## src/rtl/axis_pkg.sv

```systemverilog
// Shared types and default widths for the AXI-Stream receive endpoint.
// The AXIS_RX_LAST_EN macro selects whether beats carry a last flag.
package axis_pkg;

    localparam int AXIS_DATA_WIDTH = 512;
    localparam int AXIS_CNT_WIDTH  = 16;

    typedef enum logic [1:0] {
        EMPTY = 2'd0,
        ONE   = 2'd1,
        FULL  = 2'd2
    } axis_occ_e;

    typedef struct packed {
        logic                       last;
        logic [AXIS_DATA_WIDTH-1:0] data;
    } axis_beat_t;

endpackage

```

## src/rtl/axis_skid_buffer.sv

```systemverilog
// Two-entry FIFO skid buffer with registered upstream ready.
// Entry width is set by the top: data alone, or data plus last when AXIS_RX_LAST_EN is defined.
module axis_skid_buffer
    import axis_pkg::*;
#(
    parameter int ENTRY_W = AXIS_DATA_WIDTH
) (
    input  logic               clk,
    input  logic               resetN,
    input  logic               i_valid,
    output logic               o_ready,
    input  logic [ENTRY_W-1:0] i_entry,
    output logic               o_valid,
    input  logic               i_ready,
    output logic [ENTRY_W-1:0] o_entry
);

    axis_occ_e          r_occ;
    axis_occ_e          w_occ_nxt;
    logic               r_ready;
    logic [ENTRY_W-1:0] r_head;
    logic [ENTRY_W-1:0] r_tail;
    logic               w_push;
    logic               w_pop;

    assign w_push  = i_valid & r_ready;
    assign w_pop   = (r_occ != EMPTY) & i_ready;
    assign o_ready = r_ready;
    assign o_valid = (r_occ != EMPTY);
    assign o_entry = r_head;

    always_comb begin
        w_occ_nxt = r_occ;
        case (r_occ)
            EMPTY: if (w_push) w_occ_nxt = ONE;
            ONE: begin
                if (w_push && !w_pop)      w_occ_nxt = FULL;
                else if (!w_push && w_pop) w_occ_nxt = EMPTY;
            end
            FULL:    if (w_pop) w_occ_nxt = ONE;
            default: w_occ_nxt = EMPTY;
        endcase
    end

    // r_head is always the oldest beat; r_tail only holds the second one while FULL.
    always_ff @(posedge clk or negedge resetN) begin
        if (!resetN) begin
            r_occ   <= EMPTY;
            r_ready <= 1'b0;
            r_head  <= '0;
            r_tail  <= '0;
        end else begin
            r_occ   <= w_occ_nxt;
            r_ready <= (w_occ_nxt != FULL);
            case (r_occ)
                EMPTY: if (w_push) r_head <= i_entry;
                ONE: begin
                    if (w_push && w_pop) r_head <= i_entry;
                    else if (w_push)     r_tail <= i_entry;
                end
                FULL:    if (w_pop) r_head <= r_tail;
                default: ;
            endcase
        end
    end

endmodule

```

## src/rtl/axi_stream_slave.sv

```systemverilog
// AXI-Stream receive endpoint: skid buffer, per-message beat counter, protocol checker.
// Define AXIS_RX_LAST_EN to add last tracking (s_last, m_last, msg_done, msg_beats).
module axi_stream_slave
    import axis_pkg::*;
#(
    parameter int DATA_WIDTH = AXIS_DATA_WIDTH,
    parameter int CNT_WIDTH  = AXIS_CNT_WIDTH
) (
    input  logic                  clk,
    input  logic                  resetN,
    input  logic                  s_valid,
    output logic                  s_ready,
    input  logic [DATA_WIDTH-1:0] s_data,
`ifdef AXIS_RX_LAST_EN
    input  logic                  s_last,
`endif
    output logic                  m_valid,
    input  logic                  m_ready,
    output logic [DATA_WIDTH-1:0] m_data,
`ifdef AXIS_RX_LAST_EN
    output logic                  m_last,
    output logic                  msg_done,
    output logic [CNT_WIDTH-1:0]  msg_beats,
`endif
    output logic                  proto_err
);

`ifdef AXIS_RX_LAST_EN
    localparam int ENTRY_W = DATA_WIDTH + 1;
`else
    localparam int ENTRY_W = DATA_WIDTH;
`endif

    logic [ENTRY_W-1:0] w_s_entry;
    logic [ENTRY_W-1:0] w_m_entry;

`ifdef AXIS_RX_LAST_EN
    assign w_s_entry = {s_last, s_data};
    assign m_data    = w_m_entry[DATA_WIDTH-1:0];
    assign m_last    = w_m_entry[DATA_WIDTH];
`else
    assign w_s_entry = s_data;
    assign m_data    = w_m_entry;
`endif

    axis_skid_buffer #(
        .ENTRY_W (ENTRY_W)
    ) u_skid (
        .clk     (clk),
        .resetN  (resetN),
        .i_valid (s_valid),
        .o_ready (s_ready),
        .i_entry (w_s_entry),
        .o_valid (m_valid),
        .i_ready (m_ready),
        .o_entry (w_m_entry)
    );

    // A stalled beat must be held unchanged until accepted.
    logic               r_prev_stall;
    logic [ENTRY_W-1:0] r_prev_entry;
    logic               r_proto_err;
    logic               w_viol;

    assign w_viol    = r_prev_stall & (~s_valid | (w_s_entry != r_prev_entry));
    assign proto_err = r_proto_err;

    always_ff @(posedge clk or negedge resetN) begin
        if (!resetN) begin
            r_prev_stall <= 1'b0;
            r_prev_entry <= '0;
            r_proto_err  <= 1'b0;
        end else begin
            r_prev_stall <= s_valid & ~s_ready;
            r_prev_entry <= w_s_entry;
            if (w_viol) r_proto_err <= 1'b1;
        end
    end

`ifdef AXIS_RX_LAST_EN
    logic                 w_pop;
    logic [CNT_WIDTH-1:0] r_cnt;
    logic [CNT_WIDTH-1:0] w_cnt_inc;
    logic [CNT_WIDTH-1:0] r_msg_beats;
    logic                 r_msg_done;

    assign w_pop     = m_valid & m_ready;
    assign w_cnt_inc = (&r_cnt) ? r_cnt : r_cnt + 1'b1;
    assign msg_done  = r_msg_done;
    assign msg_beats = r_msg_beats;

    always_ff @(posedge clk or negedge resetN) begin
        if (!resetN) begin
            r_cnt       <= '0;
            r_msg_beats <= '0;
            r_msg_done  <= 1'b0;
        end else begin
            r_msg_done <= w_pop & m_last;
            if (w_pop) begin
                if (m_last) begin
                    r_msg_beats <= w_cnt_inc;
                    r_cnt       <= '0;
                end else begin
                    r_cnt <= w_cnt_inc;
                end
            end
        end
    end
`endif

endmodule

```

## config.mk

```make
export PLATFORM = sky130hd
export DESIGN_NAME = axi_stream_slave
export DESIGN_NICKNAME = d
export VERILOG_FILES = /design/src/rtl/axis_pkg.sv /design/src/rtl/axis_skid_buffer.sv /design/src/rtl/axi_stream_slave.sv
export SDC_FILE = /design/constraint.sdc
export NUM_CORES = 2
export LEC_CHECK = 0
export ABC_AREA = 0
export CORE_AREA = 8 8 396 398
export CTS_BUF_LIST = sky130_fd_sc_hd__clkbuf_16
export CTS_CLUSTER_DIAMETER = 50
export DETAILED_ROUTE_END_ITERATION = 10
export DIE_AREA = 0 0 404 406
export GPL_TIMING_DRIVEN = 0
export HOLD_SLACK_MARGIN = 0.15
export PLACE_DENSITY = 0.73
export SYNTH_ARGS = -nofsm -noshare
export SYNTH_HDL_FRONTEND = slang
export SYNTH_HIERARCHICAL = 1
export SYNTH_SLANG_ARGS = --single-unit
```

## constraint.sdc

```tcl
create_clock -name clk -period 3.75 [get_ports clk]
set_input_delay 0.75 -clock clk [delete_from_list [all_inputs] [get_ports clk]]
set_output_delay 0.75 -clock clk [all_outputs]
set_load 0.1 [all_outputs]
```

==> impl_metrics.yaml <==
run_status:
  status: "finished with violations"
  failed_checks: "negative setup slack"
global_route:
  grt_usage: 0.3397
  grt_antenna_before_repair: 62
  grt_pass1_wl_um: 389500
  overflow: 0
  grt_max_degree: 177
  grt_pass1_vias: 48230
logic_synthesis:
  ys_seq_elements: 1541
  netlist_area_sq_um: 63730
  yosysTopAreaCellShare: 0.6051
  seq_area_frac_synth: 0.6051
  synth_edf_count: 0
  synth_flop_cell: "dfrtp_1"
  synth_area_leaders: "dfrtp_1, mux2_4, o32ai_1, a21oi_1, inv_1"
  synthCells: 4807
  ys_async_sr_fraction: 1.000
  synth_cell_type_count: 49
  synth_common_cells: "dfrtp_1, inv_1, a21oi_1, o32ai_1, mux2_4"
  syn_area_per_cell_sq_um: 13.26
  synth_most_common_cell: "dfrtp_1"
  synth_nets: 5323
  yosysTopAreaCell: "dfrtp_1"
  ys_warn_count: 6
flow_run:
  max-cap-violations: 0
setup_path:
  critical_path.max_stage_delay_ns: 0.91
  cp.buffers_inverters: 1
  crit_path_top_delay_cell: "nor4_2"
  reg2reg_depth: 7
  reg2reg_from: "r_prev_entry[102]$_DFF_PN0_"
  crit_path_start_kind: "input pin"
  cpLargestDelayFamily: "simple AND/OR/NAND/NOR gates"
  reg2reg_slack_ns: 0.14
  path_class: "input pin to flip-flop"
  arrival_ns: 4.53
  worst_setup_path_end_kind: "flip-flop"
  crit_required_ns: 4.38
  path_cells: "clkdlybuf4s50_1 > xnor2_1 > nand4_1 > nor4_2 > nand4_1 > or3_1 > nor4_1 > a31oi_1"
  rr_endpoint: "proto_err$_DFFE_PN0P_"
  cp_max_fo: 4
  crit_path_frequent_cell: "nand4_1"
die:
  io_pins: 1031
  fp-row-count: 143
  die_h_um: 406
  dieArea_sq_um: 164000
  die_w_um: 404
  start_util: 0.4230
  core_area_sq_um: 150700
routing:
  dr.pass1.iters: 7
  routed_wl_um: 287300
  via_per_inst: 5.726
  num_vias: 47160
  avgRoutedWirePerCell_um: 34.88
  ant_nets: 0
  drtIter0Drc: 5228
  drc: 0
timing:
  clock_skew_ns: 0.02477
  min_period_ns: 3.900
  max_freq_ghz: 0.2564
  post-route-worst-setup-slack_ns: -0.1502
  worstMarginPinSlew_ns: 1.378
  fin_crit_sh: 1.040
  hold_viol_final: 0
  tns_ns: -0.1502
  rsz0062_at_grt: "no"
  slew_headroom: 0.07873
  setup_viol: 1
  drv_slew: 0
finish:
  layout-area-overhead-vs-synth_pct: 29.66
  drive_gt1_frac: 0.1511
  final_core_util: 0.5485
  fin_nets: 6545
worst_hold_path:
  hold_end: "r_prev_entry[8]$_DFF_PN0_"
  hold_path.startpoint: "s_data[8]"
  whs_path_depth: 1
  min_path_type: "input pin to flip-flop"
clock_network:
  cts-htree-levels: 4
  clkTransAtPathRegs_ns: 0.06
  clock-sinks: 1541
  cts_max_path_buffers: 3
  cts_buffers: 175
  clock_latency_ns: 0.81
  cts_root_buffer: "clkbuf_16"
  tritoncts: "built"
power:
  p_leak_nw: 36.47
  irDropWorstVdd_mv: 0.8737
  powerDensity_nw_per_um2: 1023
place:
  io_buffers: 1030
  place_congestion: 1.003
  hpwl_um: 229900
## layout by cell type (no fill, tap or decap), drive strengths merged, types with 15 or more instances in the layout
cell type	n
dfrtp	1541
clkdlybuf4s50	1029
inv	722
a21oi	515
o32ai	512
mux2	512
clkbuf	320
xnor2	166
buf	161
xor2	143
clkinv	75
nor2b	70
nand4	66
o22ai	63
nor4	62
nand2b	38
diode	37
a2111oi	29
o2bb2ai	16
clkinvlp	16
a22o	15
o2111ai	15
## flip-flops by register name (all words and copies together), names as in the netlist
| name | flops |
|---|---|
| r_prev_entry | 512 |
| u_skid/o_entry | 512 |
| u_skid/r_tail | 512 |
| u_skid/r_occ | 2 |
| proto_err | 1 |
| r_prev_stall | 1 |
| u_skid/o_ready | 1 |
## cells by family after synthesis
logic type | count (synthesis) | share of synthesized area
flops | 1541 | 0.6051
compound gates | 1200 | 0.1324
buf+inv | 971 | 0.07449
mux | 514 | 0.1191
xor+xnor | 309 | 0.04247
simple gates | 272 | 0.02654
## power by group
group / total (mW) / internal, mW / switching [mW]
Clock: 16.8 / 9.43 / 7.33
Combinational: 41.6 / 11.8 / 29.9
Sequential: 26.1 / 22.4 / 3.65
Total: 84.5 / 43.6 / 40.9
## through the flow
stage | cell area (sq um) | cells | power, mW | worst slack [ns] | hold WS [ns]
after floorplan | 63730 | 4807 | 55.25 | 1.276 | 0.4544
after global placement | 76580 | 7867 | 67.15 | -68.26 | 0.4904
after detailed placement | 76890 | 7879 | 67.50 | -1.105 | 0.4937
after CTS | 82510 | 8198 | 84.51 | 0.09190 | 0.4308
after global routing | 82580 | 8216 | 87.06 | 0.002678 | 0.4686
final | 82630 | 8236 | 84.50 | -0.1502 | 0.4949
## layer usage
metal | track usage | part of all wire | vias to the layer above
li1 | - | - | 19610
met1 | 0.4207 | 0.38 | 24310
met2 | 0.5217 | 0.45 | 2547
met3 | 0.1034 | 0.093 | 663
met4 | 0.2106 | 0.072 | 22
met5 | 0 | 0.00053 | -
## layout make-up
class | count | area [sq um]
Inverter | 686 | 2575
Fill cell | 12550 | 68020
Buffer | 285 | 2172
Tap cell | 2030 | 2540
Timing Repair Buffer | 1045 | 10660
Antenna cell | 37 | 92.59
Clock inverter | 136 | 1046
Sequential cell | 1541 | 38560
Multi-Input combinational cell | 2295 | 20450
Clock buffer | 181 | 4529
## timing repair
action,4_1_cts,5_1_grt
hold buffers,2,0
resized for setup,2,1
setup buffers,0,0
endpoints found under the setup margin,1,248
hold endpoints to repair,117,0
cloned,0,1
## how the worst max path moves through the flow
| stage | to | cells after the start | slack, ns | startpoint |
|---|---|---|---|---|
| floorplan | proto_err$_DFFE_PN0P_ | 7 | 1.28 | s_data[67] |
| global placement | u_skid/o_entry[372]$_DFFE_PN0P_ | 1 | -68.26 | resetN |
| detailed placement | proto_err$_DFFE_PN0P_ | 8 | -1.10 | s_data[18] |
| CTS | proto_err$_DFFE_PN0P_ | 8 | 0.09 | s_data[18] |
| global route | proto_err$_DFFE_PN0P_ | 8 | 0.003 | s_data[18] |
| finish | proto_err$_DFFE_PN0P_ | 8 | -0.15 | s_data[18] |
Note: power is estimated with default switching activity, not from simulation.
